**config.mk**
```make
export PLATFORM = sky130hd
export DESIGN_NAME = filter_avalon_master
export DESIGN_NICKNAME = d
export VERILOG_FILES = /design/src/rtl/filter_avalon_pkg.sv /design/src/rtl/filter_avalon_txn.sv /design/src/rtl/filter_avalon_master.sv
export SDC_FILE = /design/constraint.sdc
export NUM_CORES = 1
export LEC_CHECK = 0
export ABC_AREA = 1
export BUFFER_PORTS_ARGS = -buffer_cell sky130_fd_sc_hd__buf_4
export CORE_UTILIZATION = 51
export CTS_CLUSTER_SIZE = 16
export DETAILED_ROUTE_END_ITERATION = 10
export GPL_TIMING_DRIVEN = 0
export PLACE_DENSITY = 0.87
export SYNTH_ARGS = -nofsm -noshare
export SYNTH_HDL_FRONTEND = slang
export SYNTH_SLANG_ARGS = --single-unit
```
**constraint.sdc**
```tcl
create_clock -name clk -period 2.3 [get_ports clk]
set_clock_uncertainty 0.05 [all_clocks]
set_input_delay 0.46 -clock clk [delete_from_list [all_inputs] [get_ports clk]]
set_output_delay 0.46 -clock clk [all_outputs]
set_load 0.05 [all_outputs]
```
**src/rtl/filter_avalon_pkg.sv**
```systemverilog
// Shared register map, fp16 constants and master state encoding
// for the Madgwick filter Avalon slave and its hardware initiator.
package filter_avalon_pkg;

    localparam logic [7:0] ADDR_ACCELX = 8'd0;
    localparam logic [7:0] ADDR_ACCELY = 8'd4;
    localparam logic [7:0] ADDR_ACCELZ = 8'd8;
    localparam logic [7:0] ADDR_GYROX  = 8'd12;
    localparam logic [7:0] ADDR_GYROY  = 8'd16;
    localparam logic [7:0] ADDR_GYROZ  = 8'd20;
    localparam logic [7:0] ADDR_BETA   = 8'd24;
    localparam logic [7:0] ADDR_PERIOD = 8'd28;
    localparam logic [7:0] ADDR_OUTW   = 8'd56;
    localparam logic [7:0] ADDR_OUTI   = 8'd60;
    localparam logic [7:0] ADDR_OUTJ   = 8'd64;
    localparam logic [7:0] ADDR_OUTK   = 8'd68;
    localparam logic [7:0] ADDR_STATUS = 8'd72;
    localparam logic [7:0] ADDR_RUN    = 8'd76;

    localparam logic [15:0] FP16_ONE       = 16'h3C00;
    localparam logic [15:0] FP16_ZERO      = 16'h0000;
    localparam logic [15:0] BETA_DEFAULT   = 16'h27AE;
    localparam logic [15:0] PERIOD_DEFAULT = 16'h23AE;

    typedef enum logic [2:0] {
        ST_INIT,
        ST_INIT_WR,
        ST_IDLE,
        ST_WR,
        ST_WR_RUN,
        ST_KICK,
        ST_RD_ISSUE,
        ST_RD_CAP
    } master_state_t;

    function automatic logic [7:0] sensor_addr(input logic [2:0] idx);
        return ADDR_ACCELX + {3'b0, idx, 2'b00};
    endfunction

    function automatic logic [7:0] out_addr(input logic [2:0] idx);
        return ADDR_OUTW + {3'b0, idx, 2'b00};
    endfunction

    function automatic logic [15:0] sample_slice(
        input logic [95:0] s,
        input logic [2:0]  idx
    );
        return s[int'(idx)*16 +: 16];
    endfunction

endpackage

```
**src/rtl/filter_avalon_txn.sv**
```systemverilog
// Single Avalon-MM access engine: registered strobes, waitrequest
// absorption, and read data returned one cycle after completion.
module filter_avalon_txn
    import filter_avalon_pkg::*;
#(
    parameter int ADDR_W = 16
) (
    input  logic              clk,
    input  logic              reset,
    input  logic              i_req,
    input  logic              i_rnw,
    input  logic [ADDR_W-1:0] i_addr,
    input  logic [15:0]       i_wdata,
    output logic              o_done,
    output logic              o_rvalid,
    output logic [15:0]       o_rdata,
    output logic [ADDR_W-1:0] o_av_address,
    output logic              o_av_chipselect,
    output logic              o_av_write,
    output logic              o_av_read,
    output logic [31:0]       o_av_writedata,
    output logic [3:0]        o_av_byteenable,
    input  logic [31:0]       i_av_readdata,
    input  logic              i_av_waitrequest
);

    logic              r_cs;
    logic              r_wr;
    logic              r_rd;
    logic [ADDR_W-1:0] r_addr;
    logic [15:0]       r_wdata;
    logic              r_rvalid;
    logic              w_done;
    logic              w_unused_rd_hi;

    assign w_done         = r_cs & ~i_av_waitrequest;
    assign w_unused_rd_hi = ^i_av_readdata[31:16];

    // A new request may be loaded in the same edge the current one completes.
    always_ff @(posedge clk) begin
        if (reset) begin
            r_cs     <= 1'b0;
            r_wr     <= 1'b0;
            r_rd     <= 1'b0;
            r_addr   <= '0;
            r_wdata  <= '0;
            r_rvalid <= 1'b0;
        end else begin
            r_rvalid <= w_done & r_rd;
            if (i_req) begin
                r_cs    <= 1'b1;
                r_wr    <= ~i_rnw;
                r_rd    <= i_rnw;
                r_addr  <= i_addr;
                r_wdata <= i_rnw ? 16'h0 : i_wdata;
            end else if (w_done) begin
                r_cs <= 1'b0;
                r_wr <= 1'b0;
                r_rd <= 1'b0;
            end
        end
    end

    assign o_done          = w_done;
    assign o_rvalid        = r_rvalid;
    assign o_rdata         = i_av_readdata[15:0];
    assign o_av_address    = r_addr;
    assign o_av_chipselect = r_cs;
    assign o_av_write      = r_wr;
    assign o_av_read       = r_rd;
    assign o_av_writedata  = {16'b0, r_wdata};
    assign o_av_byteenable = 4'hF;

endmodule

```
**src/rtl/filter_avalon_master.sv**
```systemverilog
// Sample-to-quaternion sequencer for the filter Avalon slave.
// Define FILTER_MASTER_INIT_EN to write BETA/PERIOD after reset.
module filter_avalon_master
    import filter_avalon_pkg::*;
#(
    parameter int          ADDR_W      = 16,
    parameter logic [15:0] BETA_INIT   = 16'h27AE,
    parameter logic [15:0] PERIOD_INIT = 16'h23AE
) (
    input  logic              clk,
    input  logic              reset,
    input  logic              s_valid,
    output logic              s_ready,
    input  logic [95:0]       s_sample,
    output logic              q_valid,
    output logic [15:0]       q_w,
    output logic [15:0]       q_i,
    output logic [15:0]       q_j,
    output logic [15:0]       q_k,
    output logic              busy,
    output logic [ADDR_W-1:0] av_address,
    output logic              av_chipselect,
    output logic              av_write,
    output logic              av_read,
    output logic [31:0]       av_writedata,
    output logic [3:0]        av_byteenable,
    input  logic [31:0]       av_readdata,
    input  logic              av_waitrequest
);

`ifdef FILTER_MASTER_INIT_EN
    localparam master_state_t RESET_STATE = ST_INIT;
`else
    localparam master_state_t RESET_STATE = ST_IDLE;
    localparam logic [31:0] unused_init_params = {BETA_INIT, PERIOD_INIT};
`endif
    localparam logic RESET_READY = (RESET_STATE == ST_IDLE);

    master_state_t r_state;
    master_state_t w_next;
    logic [2:0]    r_idx;
    logic [2:0]    w_idx_n;
    logic [95:0]   r_sample;
    logic          r_ready;
    logic          r_busy;
    logic          r_q_valid;
    logic [15:0]   r_q_w;
    logic [15:0]   r_q_i;
    logic [15:0]   r_q_j;
    logic [15:0]   r_q_k;

    logic              w_req;
    logic              w_rnw;
    logic [7:0]        w_reg;
    logic [15:0]       w_wdata;
    logic              w_accept;
    logic              w_cap;
    logic              w_qv_n;
    logic              w_done;
    logic              w_rvalid;
    logic [15:0]       w_rdata;
    logic [ADDR_W-1:0] w_addr;

    assign w_addr = ADDR_W'(w_reg);

    always_comb begin
        w_next   = r_state;
        w_idx_n  = r_idx;
        w_req    = 1'b0;
        w_rnw    = 1'b0;
        w_reg    = 8'd0;
        w_wdata  = 16'd0;
        w_accept = 1'b0;
        w_cap    = 1'b0;
        w_qv_n   = 1'b0;
        unique case (r_state)
`ifdef FILTER_MASTER_INIT_EN
            ST_INIT: begin
                w_next  = ST_INIT_WR;
                w_idx_n = 3'd0;
                w_req   = 1'b1;
                w_reg   = ADDR_BETA;
                w_wdata = BETA_INIT;
            end
            ST_INIT_WR: begin
                if (w_done) begin
                    if (r_idx == 3'd0) begin
                        w_idx_n = 3'd1;
                        w_req   = 1'b1;
                        w_reg   = ADDR_PERIOD;
                        w_wdata = PERIOD_INIT;
                    end else begin
                        w_next = ST_IDLE;
                    end
                end
            end
`endif
            ST_IDLE: begin
                if (s_valid) begin
                    // Sample register loads this edge, so slice 0 comes straight from the port.
                    w_accept = 1'b1;
                    w_next   = ST_WR;
                    w_idx_n  = 3'd0;
                    w_req    = 1'b1;
                    w_reg    = sensor_addr(3'd0);
                    w_wdata  = s_sample[15:0];
                end
            end
            ST_WR: begin
                if (w_done) begin
                    w_req = 1'b1;
                    if (r_idx == 3'd5) begin
                        w_next  = ST_WR_RUN;
                        w_reg   = ADDR_RUN;
                        w_wdata = 16'd1;
                    end else begin
                        w_idx_n = r_idx + 3'd1;
                        w_reg   = sensor_addr(w_idx_n);
                        w_wdata = sample_slice(r_sample, w_idx_n);
                    end
                end
            end
            ST_WR_RUN: begin
                if (w_done) begin
                    w_next = ST_KICK;
                    w_req  = 1'b1;
                    w_rnw  = 1'b1;
                    w_reg  = ADDR_STATUS;
                end
            end
            ST_KICK: begin
                if (w_done) begin
                    w_next  = ST_RD_ISSUE;
                    w_idx_n = 3'd0;
                    w_req   = 1'b1;
                    w_rnw   = 1'b1;
                    w_reg   = out_addr(3'd0);
                end
            end
            ST_RD_ISSUE: begin
                if (w_done) begin
                    w_next = ST_RD_CAP;
                end
            end
            ST_RD_CAP: begin
                w_cap = w_rvalid;
                if (r_idx == 3'd3) begin
                    w_next = ST_IDLE;
                    w_qv_n = 1'b1;
                end else begin
                    w_next  = ST_RD_ISSUE;
                    w_idx_n = r_idx + 3'd1;
                    w_req   = 1'b1;
                    w_rnw   = 1'b1;
                    w_reg   = out_addr(w_idx_n);
                end
            end
            default: begin
                w_next = RESET_STATE;
            end
        endcase
    end

    always_ff @(posedge clk) begin
        if (reset) begin
            r_state   <= RESET_STATE;
            r_idx     <= 3'd0;
            r_sample  <= '0;
            r_ready   <= RESET_READY;
            r_busy    <= ~RESET_READY;
            r_q_valid <= 1'b0;
            r_q_w     <= FP16_ZERO;
            r_q_i     <= FP16_ZERO;
            r_q_j     <= FP16_ZERO;
            r_q_k     <= FP16_ZERO;
        end else begin
            r_state   <= w_next;
            r_idx     <= w_idx_n;
            r_ready   <= (w_next == ST_IDLE);
            r_busy    <= (w_next != ST_IDLE);
            r_q_valid <= w_qv_n;
            if (w_accept) begin
                r_sample <= s_sample;
            end
            if (w_cap) begin
                unique case (r_idx)
                    3'd0:    r_q_w <= w_rdata;
                    3'd1:    r_q_i <= w_rdata;
                    3'd2:    r_q_j <= w_rdata;
                    default: r_q_k <= w_rdata;
                endcase
            end
        end
    end

    filter_avalon_txn #(
        .ADDR_W (ADDR_W)
    ) u_txn (
        .clk              (clk),
        .reset            (reset),
        .i_req            (w_req),
        .i_rnw            (w_rnw),
        .i_addr           (w_addr),
        .i_wdata          (w_wdata),
        .o_done           (w_done),
        .o_rvalid         (w_rvalid),
        .o_rdata          (w_rdata),
        .o_av_address     (av_address),
        .o_av_chipselect  (av_chipselect),
        .o_av_write       (av_write),
        .o_av_read        (av_read),
        .o_av_writedata   (av_writedata),
        .o_av_byteenable  (av_byteenable),
        .i_av_readdata    (av_readdata),
        .i_av_waitrequest (av_waitrequest)
    );

    assign s_ready = r_ready;
    assign busy    = r_busy;
    assign q_valid = r_q_valid;
    assign q_w     = r_q_w;
    assign q_i     = r_q_i;
    assign q_j     = r_q_j;
    assign q_k     = r_q_k;

endmodule

```
==> summary.md, run 1 <==
| Metric | Value |
|---|---|
| CTS hold repair buffers | `0` |
| Final core utilization | `0.685` |
| Crit path kind | `reg2reg` |
| Die width | `130 um` |
| Iter 0 DRT Violations | `884` |
| Slew HR | `0.645` |
| Cell family with most CP delay | `buffers and inverters` |
| N_diodes | `0` |
| Max frequency | `454 MHz` |
| Register clock-pin slew on the reported worst setup and hold paths | `0.08 ns` |
| Post-synthesis instance total | `1161` |
| Worst VDD drop | `0.627 mV` |
| Vias in the first global route | `7835` |
| Gr usage total | `0.295` |
| Post-route setup slack | `0.0971 ns` |
| Seq cells post-synth | `194` |
| H-tree levels | `4` |
| Detailed placer's ending HPWL | `18800 um` |
| GPL Wtd Cong | `0.942` |
| Worst Path Buf+Inv | `4` |
| GR Overflow Total | `0` |
| DRT antenna net count | `0` |
| Final period util | `0.958` |
| Share of layout cells above drive strength 1 | `0.237` |
| Vias per cell | `5.23` |
| Top-level port count | `254` |
| CTS tree | `done` |
| Via Count | `8600` |
| Post-synth top area share | `0.468` |
| Initial Util | `0.522` |
| CP endpoint kind | `flop` |
| Syn_area_per_cell | `7.15 um2` |
| CP max stage cell | `dfxtp_1` |
| Post-synth cell types | `32` |
| Drt total wl | `24800 um` |
| Ys async rst share | `0` |
| Post-synthesis sequential area ratio | `0.468` |
| Min Clock Period, post-route | `2.20 ns` |
| Initial DRT Pass Iterations | `6` |
| Final setup vio count | `0` |
| Measured slew at the worst slew-check pin | `0.533 ns` |
| Synth top area cells | `dfxtp_1 (47%), nand2_1 (8.9%), nor2_1 (8.5%), a21oi_1 (5.7%), o21ai_0 (5.6%)` |
| Inserted Clock Buffers | `17` |
| Final Hold Fails | `0` |
| Clk buf depth | `2` |
| Synth Cell Area | `0.00830 mm2` |
| Clock sinks | `194` |
| Post-synth EDFFs | `0` |
| Status | `finished, final reports clean` |
| Lkg Pwr | `5.05 nW` |
| Pwr Density | `777 mW/mm2` |
| Routed length per instance | `15.1 um` |
| Crit path DAT | `2.55 ns` |
| Clock root buffer | `clkbuf_16` |
| First-pass GRT wire length | `37900 um` |
| Wire length on met3 | `2400 um` |
| Type of the worst min-delay path | `in2reg` |
| Clock Latency Late Sink | `0.44 ns` |
| Dominant cell type by area after synthesis | `dfxtp_1` |
| Rows | `46` |
| Nets | `1553` |
| Largest net degree at the start of global routing | `22` |
| Core Area | `0.0159 mm2` |
| Top layer in use | `met4` |
| Worst path required time | `2.65 ns` |
| DRC | `0` |
| Initial antenna violation count | `0` |
| Setup repair after global routing missed its margin | `true` |
| Crit-path max cell delay | `0.38 ns` |
| Main synth FF type | `dfxtp_1` |
| Max Fanout on Critical Path | `10` |
| Fin. max-slew vios | `0` |
| Pre-CTS setup slack | `-0.628 ns` |
| Max Cap Violations | `0` |
| Chip height | `130 um` |
| CP cell instances | `buf_4 > clkinvlp_4 > ha_4 > nor2_4 > buf_4 > o211ai_1 > nand3_1 > nand2_1 > nand3_1 > nand2_1 > inv_1` |
| Layout area overhead | `31.1%` |
| Startpoint Class | `flop` |
| Wl on met1 | `9790 um` |
| Die footprint | `0.0168 mm2` |
| Synth Warn # | `0` |
| Port Buf Inserts | `205` |
| DR WL met2 | `11700 um` |
[cell usage after synthesis (6+ instances only)]
cell type  instances
dfxtp_1          194
inv_1            105
nand3_1           86
a21oi_1           94
buf_2             21
clkbuf_1          37
nor2_1           188
or2_2             14
o21ai_1           40
nand2_1          197
o21ai_0           93
inv_2              6
buf_4             33
o211ai_1          14
[registers in the layout (all words and copies together), names as in the netlist]
| signal | count |
|---|---|
| r_idx | 3 |
| q_i | 16 |
| s_ready | 1 |
| u_txn.o_av_write | 1 |
| busy | 1 |
| u_txn.o_rvalid | 1 |
| q_w | 16 |
| u_txn.o_av_read | 1 |
| q_valid | 1 |
| u_txn.r_wdata | 16 |
| q_j | 16 |
| q_k | 16 |
| r_sample | 96 |
| r_state | 3 |
| u_txn.o_av_address | 5 |
| u_txn.o_av_chipselect | 1 |
[metrics by stage]
step,setup TNS [ns],power (W),hold slack (ns),area (um2),cells
after floorplan,0,0.00488,0.379,8410,1190
after global placement,-7.32,0.00540,0.387,10200,1611
after detailed placement,-11.23,0.00544,0.396,10200,1611
after CTS,0,0.00839,0.195,10800,1643
after global routing,-0.000599,0.00877,0.209,10900,1645
final,0,0.00845,0.198,10900,1645
[repair_timing]
action | CTS | global route
resized for setup | 8 | 5
pin swaps | 0 | 1
setup buffers | 1 | 2
setup endpoints to repair | 52 | 21
[cell type report]
class,instances,area [um2]
fillers,1341,5010
flip-flops and latches,194,3880
multi-input cells,784,3580
repair buffers,208,1560
plain buffers,98,553
inverters,113,430
clock buffers,17,425
well taps,216,270
clock inverters,15,176
[report_power, final]
group	leakage, nW	internal [W]	switching, W
clock	0.288	0.00147	0.00150
combinational	3.17	0.000632	0.00118
sequential	1.59	0.00356	0.000102
total	5.05	0.00567	0.00278
[routing by layer]
| layer | track usage | vias to the layer above |
|---|---|---|
| met1 | 0.365 | 3883 |
| met2 | 0.490 | 483 |
| met3 | 0.0648 | 76 |
| met5 | 0 | - |
| met4 | 0.142 | 0 |
| li1 | - | 4158 |
[cell usage in the layout (no fill, tap or decap), types with 7 or more instances in the layout]
cell type | synthesis | final
o21ai_1 | 40 | 40
inv_1 | 105 | 103
buf_4 | 33 | 244
nand3_1 | 86 | 86
buf_2 | 21 | 17
o211ai_1 | 14 | 14
o21ai_0 | 93 | 93
or2_2 | 14 | 14
dfxtp_1 | 194 | 194
clkbuf_1 | 37 | 36
inv_8 | 0 | 7
a21oi_1 | 94 | 94
nand2_1 | 197 | 197
inv_2 | 6 | 7
nor2_1 | 188 | 186
clkbuf_16 | 0 | 17
conb_1 | 2 | 31
[cells by family (layout without fill, tap and decap cells)]
logic type | after synthesis | after routing | share of synthesized area
adders and majority gates | 5 | 5 | 0.00754
DFF | 194 | 194 | 0.468
AOI/OAI and AO/OA | 245 | 245 | 0.153
buffers and inverters | 212 | 451 | 0.117
and+or+nand+nor | 503 | 503 | 0.253
other | 2 | 31 | 0.000905
[worst min-delay path, cell delays in order]
cell and delay, ns:
buf_4 0.08, o21ai_1 0.05, nor2_1 0.07
[final timing paths]
path / cells after the start / end / slack (ns) / start
min: 3 / r_sample[89]$_SDFFE_PP0P_ / 0.20 / s_sample[89]
min reg2reg: 2 / r_sample[19]$_SDFFE_PP0P_ / 0.41 / r_sample[19]$_SDFFE_PP0P_
max reg2reg: 11 / u_txn.r_wdata[4]$_SDFFE_PP0P_ / 0.1 / r_idx[0]$_SDFFE_PP0P_
max: 11 / u_txn.r_wdata[4]$_SDFFE_PP0P_ / 0.1 / r_idx[0]$_SDFFE_PP0P_
Note: power is estimated with default switching activity, not from simulation.
==> run 2, diff against run 1 <==
==> constraint.sdc (replaced) <==
create_clock -name clk -period 2.2 [get_ports clk]
set_clock_uncertainty 0.05 [all_clocks]
set_input_delay 0.44 -clock clk [delete_from_list [all_inputs] [get_ports clk]]
set_output_delay 0.44 -clock clk [all_outputs]
set_load 0.05 [all_outputs]
==> run 2 against run 1 <==
  * Combinational power is 7% higher
  * Critical path depth is 1 higher
  * Global-route usage is 0.053 points higher
  * Sequential power is 5% higher
  * Final cell count is 0.24% higher
  * Maximum frequency is 2.4% higher
  * Flip-flop and latch count stayed put
  * Highest routed layer unchanged
==> summary.md, run 2 (synthesis gave the netlist of run 1 again) <==
| Metric | Value |
|---|---|
| Status | `finished, final reports clean` |
| Chip height | `130 um (unchanged)` |
| Type of the worst min-delay path | `in2reg` |
| Gr usage total | `0.296 (+0.000534)` |
| Vias per cell | `5.23 (about the same)` |
| Post-route setup slack | `0.0497 ns (-0.0474 ns)` |
| Top-level port count | `254 (unchanged)` |
| Die width | `130 um (unchanged)` |
| Register area | `0.00388 mm2 (about the same)` |
| DRT antenna net count | `0 (unchanged)` |
| Worst Hold Launch | `s_sample[89]` |
| Clock Latency Late Sink | `0.44 ns (about the same)` |
| Register name with the most flops | `r_sample` |
| Port Buf Inserts | `205 (unchanged)` |
| Crit path DAT | `2.50 ns (-0.05 ns)` |
| Setup TNS | `0 ns (unchanged)` |
| Fillers | `1331 (-0.75%)` |
| Fin. max-slew vios | `0 (unchanged)` |
| Met2 GRT Util | `0.495 (+0.00506)` |
| Reg2Reg Launch Point | `r_idx[0]$_SDFFE_PP0P_` |
| H-tree levels | `4 (unchanged)` |
| CTS tree | `done` |
| Clk buf depth | `2 (unchanged)` |
| Final Hold Fails | `0 (unchanged)` |
| Final setup vio count | `0 (unchanged)` |
| Worst hold slack | `0.178 ns (-0.0201 ns)` |
| Max Fanout on Critical Path | `8 (-2)` |
| Crit path kind | `reg2reg` |
| Initial DRT Pass Iterations | `6 (unchanged)` |
| Vias in the first global route | `7834 (-0.013%)` |
| Max Cap Violations | `0 (unchanged)` |
| Slew HR | `0.636 (-0.00913)` |
| Lkg Pwr | `5.07 nW (+0.51%)` |
| Reg2Reg Depth | `12 (+1)` |
| Final period util | `0.977 (+0.0196)` |
| Placed cells | `1611 (unchanged)` |
| Routed length per instance | `15.2 um (+0.78%)` |
| Startpoint Class | `flop` |
| Layout area overhead | `31.6%` |
| Placed cell areas | `0.0102 mm2 (unchanged)` |
| Rows | `46 (unchanged)` |
| Die footprint | `0.0168 mm2 (unchanged)` |
| Pre-CTS setup slack | `-0.728 ns (-0.100 ns)` |
| N_diodes | `0 (unchanged)` |
| Reg-to-Reg End | `u_txn.r_wdata[4]$_SDFFE_PP0P_` |
| Most frequent cells in the layout | `buf_4 (245), nand2_1 (196), dfxtp_1 (193), nor2_1 (186), inv_1 (104)` |
| Register clock-pin slew on the reported worst setup and hold paths | `0.08 ns (about the same)` |
| Gr busiest metal | `met2` |
| CP max stage cell | `dfxtp_2` |
| Post-Layout Inst Area | `0.0109 mm2 (+0.36%)` |
| CP endpoint kind | `flop` |
| Via Count | `8618 (+0.21%)` |
| Inserted Clock Buffers | `17 (unchanged)` |
| Worst VDD drop | `0.658 mV (+4.8%)` |
| Hold Crit Depth | `3 (unchanged)` |
| Max frequency | `465 MHz (+2.4%)` |
| Grt met3 use | `0.0603 (-0.00454)` |
| Min Clock Period, post-route | `2.15 ns (-0.0526 ns)` |
| Commonest non-fill, non-tap cell in the layout | `buf_4` |
| Pwr Density | `814 mW/mm2 (+4.8%)` |
| Hold Path Sink | `r_sample[89]$_SDFFE_PP0P_` |
| GR Overflow Total | `0 (unchanged)` |
| Clock root buffer | `clkbuf_16` |
| Core Area | `0.0159 mm2 (unchanged)` |
| Measured slew at the worst slew-check pin | `0.546 ns (+0.0137 ns)` |
| Crit-path max cell delay | `0.36 ns (-0.02 ns)` |
| R2R setup slack | `0.05 ns (-0.05 ns)` |
| Max reg flops | `96 (unchanged)` |
| GPL Wtd Cong | `0.942 (unchanged)` |
| DRC | `0 (unchanged)` |
| Initial antenna violation count | `0 (unchanged)` |
| Worst path required time | `2.55 ns (-0.10 ns)` |
| Share of layout cells above drive strength 1 | `0.240 (+0.00283)` |
| Nets | `1557 (+0.26%)` |
| Layout Cells excl Fill | `1649 (+0.24%)` |
| Largest net degree at the start of global routing | `22 (unchanged)` |
| CP cell instances | `buf_4 > inv_1 > buf_6 > ha_4 > nor2_4 > buf_6 > o211ai_1 > nand3_1 > nand2_1 > nand3_1 > nand2_1 > inv_1` |
| CTS hold repair buffers | `0 (unchanged)` |
| Initial Util | `0.522 (unchanged)` |
| Drt total wl | `25100 um (+1.0%)` |
| First-pass GRT wire length | `38000 um (+0.22%)` |
| Detailed placer's ending HPWL | `18800 um (unchanged)` |
| Clock sinks | `194 (unchanged)` |
| Multi-input logic area | `0.00358 mm2 (about the same)` |
| Grt met1 use | `0.367 (+0.00208)` |
| Iter 0 DRT Violations | `991 (+12%)` |
run 2: what timing repair did:
action                     in CTS  in global routing
setup endpoints to repair      62                 34
gates cloned                    0                  1
gates resized for setup        14                  5
buffers inserted                2                  3
pin swaps                       2                  5
run 2: where the power goes:
group	leakage, nW	internal (W)	total (W)	switching [W]
combinational	3.20	0.000682	0.00193	0.00125
clock	0.288	0.00154	0.00313	0.00158
sequential	1.59	0.00373	0.00383	0.000107
run 2: through the flow:
step                       util  total power (W)
after floorplan               -          0.00510
after global placement    0.643          0.00564
after detailed placement  0.643          0.00568
after CTS                 0.685          0.00880
after global routing      0.687          0.00920
final                     0.687          0.00889
run 2: critical path: cells and delay by family (launching register included):
| kind | cells | cell delay, ns |
|---|---|---|
| AO/OA/AOI/OAI | 1 | 0.19 |
| adder cells (fa/ha/maj) | 1 | 0.25 |
| buffers and inverters | 5 | 0.62 |
| flip-flops | 1 | 0.36 |
| AND/OR/NAND/NOR | 5 | 0.63 |
run 2: per-layer routing:
layer	up-vias	routed length [um]
met2	469	11900
met5	-	0
met1	3911	9870
li1	4163	-
met4	0	846
met3	75	2480
run 2: worst max-delay path by stage:
| stage | start | cells after the start | endpoint | slack [ns] |
|---|---|---|---|---|
| floorplan | r_idx[0]$_SDFFE_PP0P_ | 12 | u_txn.r_wdata[4]$_SDFFE_PP0P_ | 0.09 |
| global placement | r_idx[0]$_SDFFE_PP0P_ | 12 | u_txn.r_wdata[4]$_SDFFE_PP0P_ | -0.62 |
| detailed placement | r_idx[0]$_SDFFE_PP0P_ | 12 | u_txn.r_wdata[4]$_SDFFE_PP0P_ | -0.73 |
| CTS | r_idx[0]$_SDFFE_PP0P_ | 12 | u_txn.r_wdata[4]$_SDFFE_PP0P_ | 0.002 |
| global route | r_idx[0]$_SDFFE_PP0P_ | 12 | u_txn.r_wdata[8]$_SDFFE_PP0P_ | -0.01 |
| finish | r_idx[0]$_SDFFE_PP0P_ | 12 | u_txn.r_wdata[4]$_SDFFE_PP0P_ | 0.05 |
run 2: layout make-up:
| cell class | instances | share of cell area |
|---|---|---|
| Inverter | 113 | 0.0391 |
| Multi-Input combinational cell | 784 | 0.328 |
| Clock inverter | 15 | 0.0162 |
| Tap cell | 216 | 0.0248 |
| Sequential cell | 194 | 0.356 |
| Buffer | 99 | 0.0524 |
| Timing Repair Buffer | 211 | 0.145 |
| Clock buffer | 17 | 0.0390 |
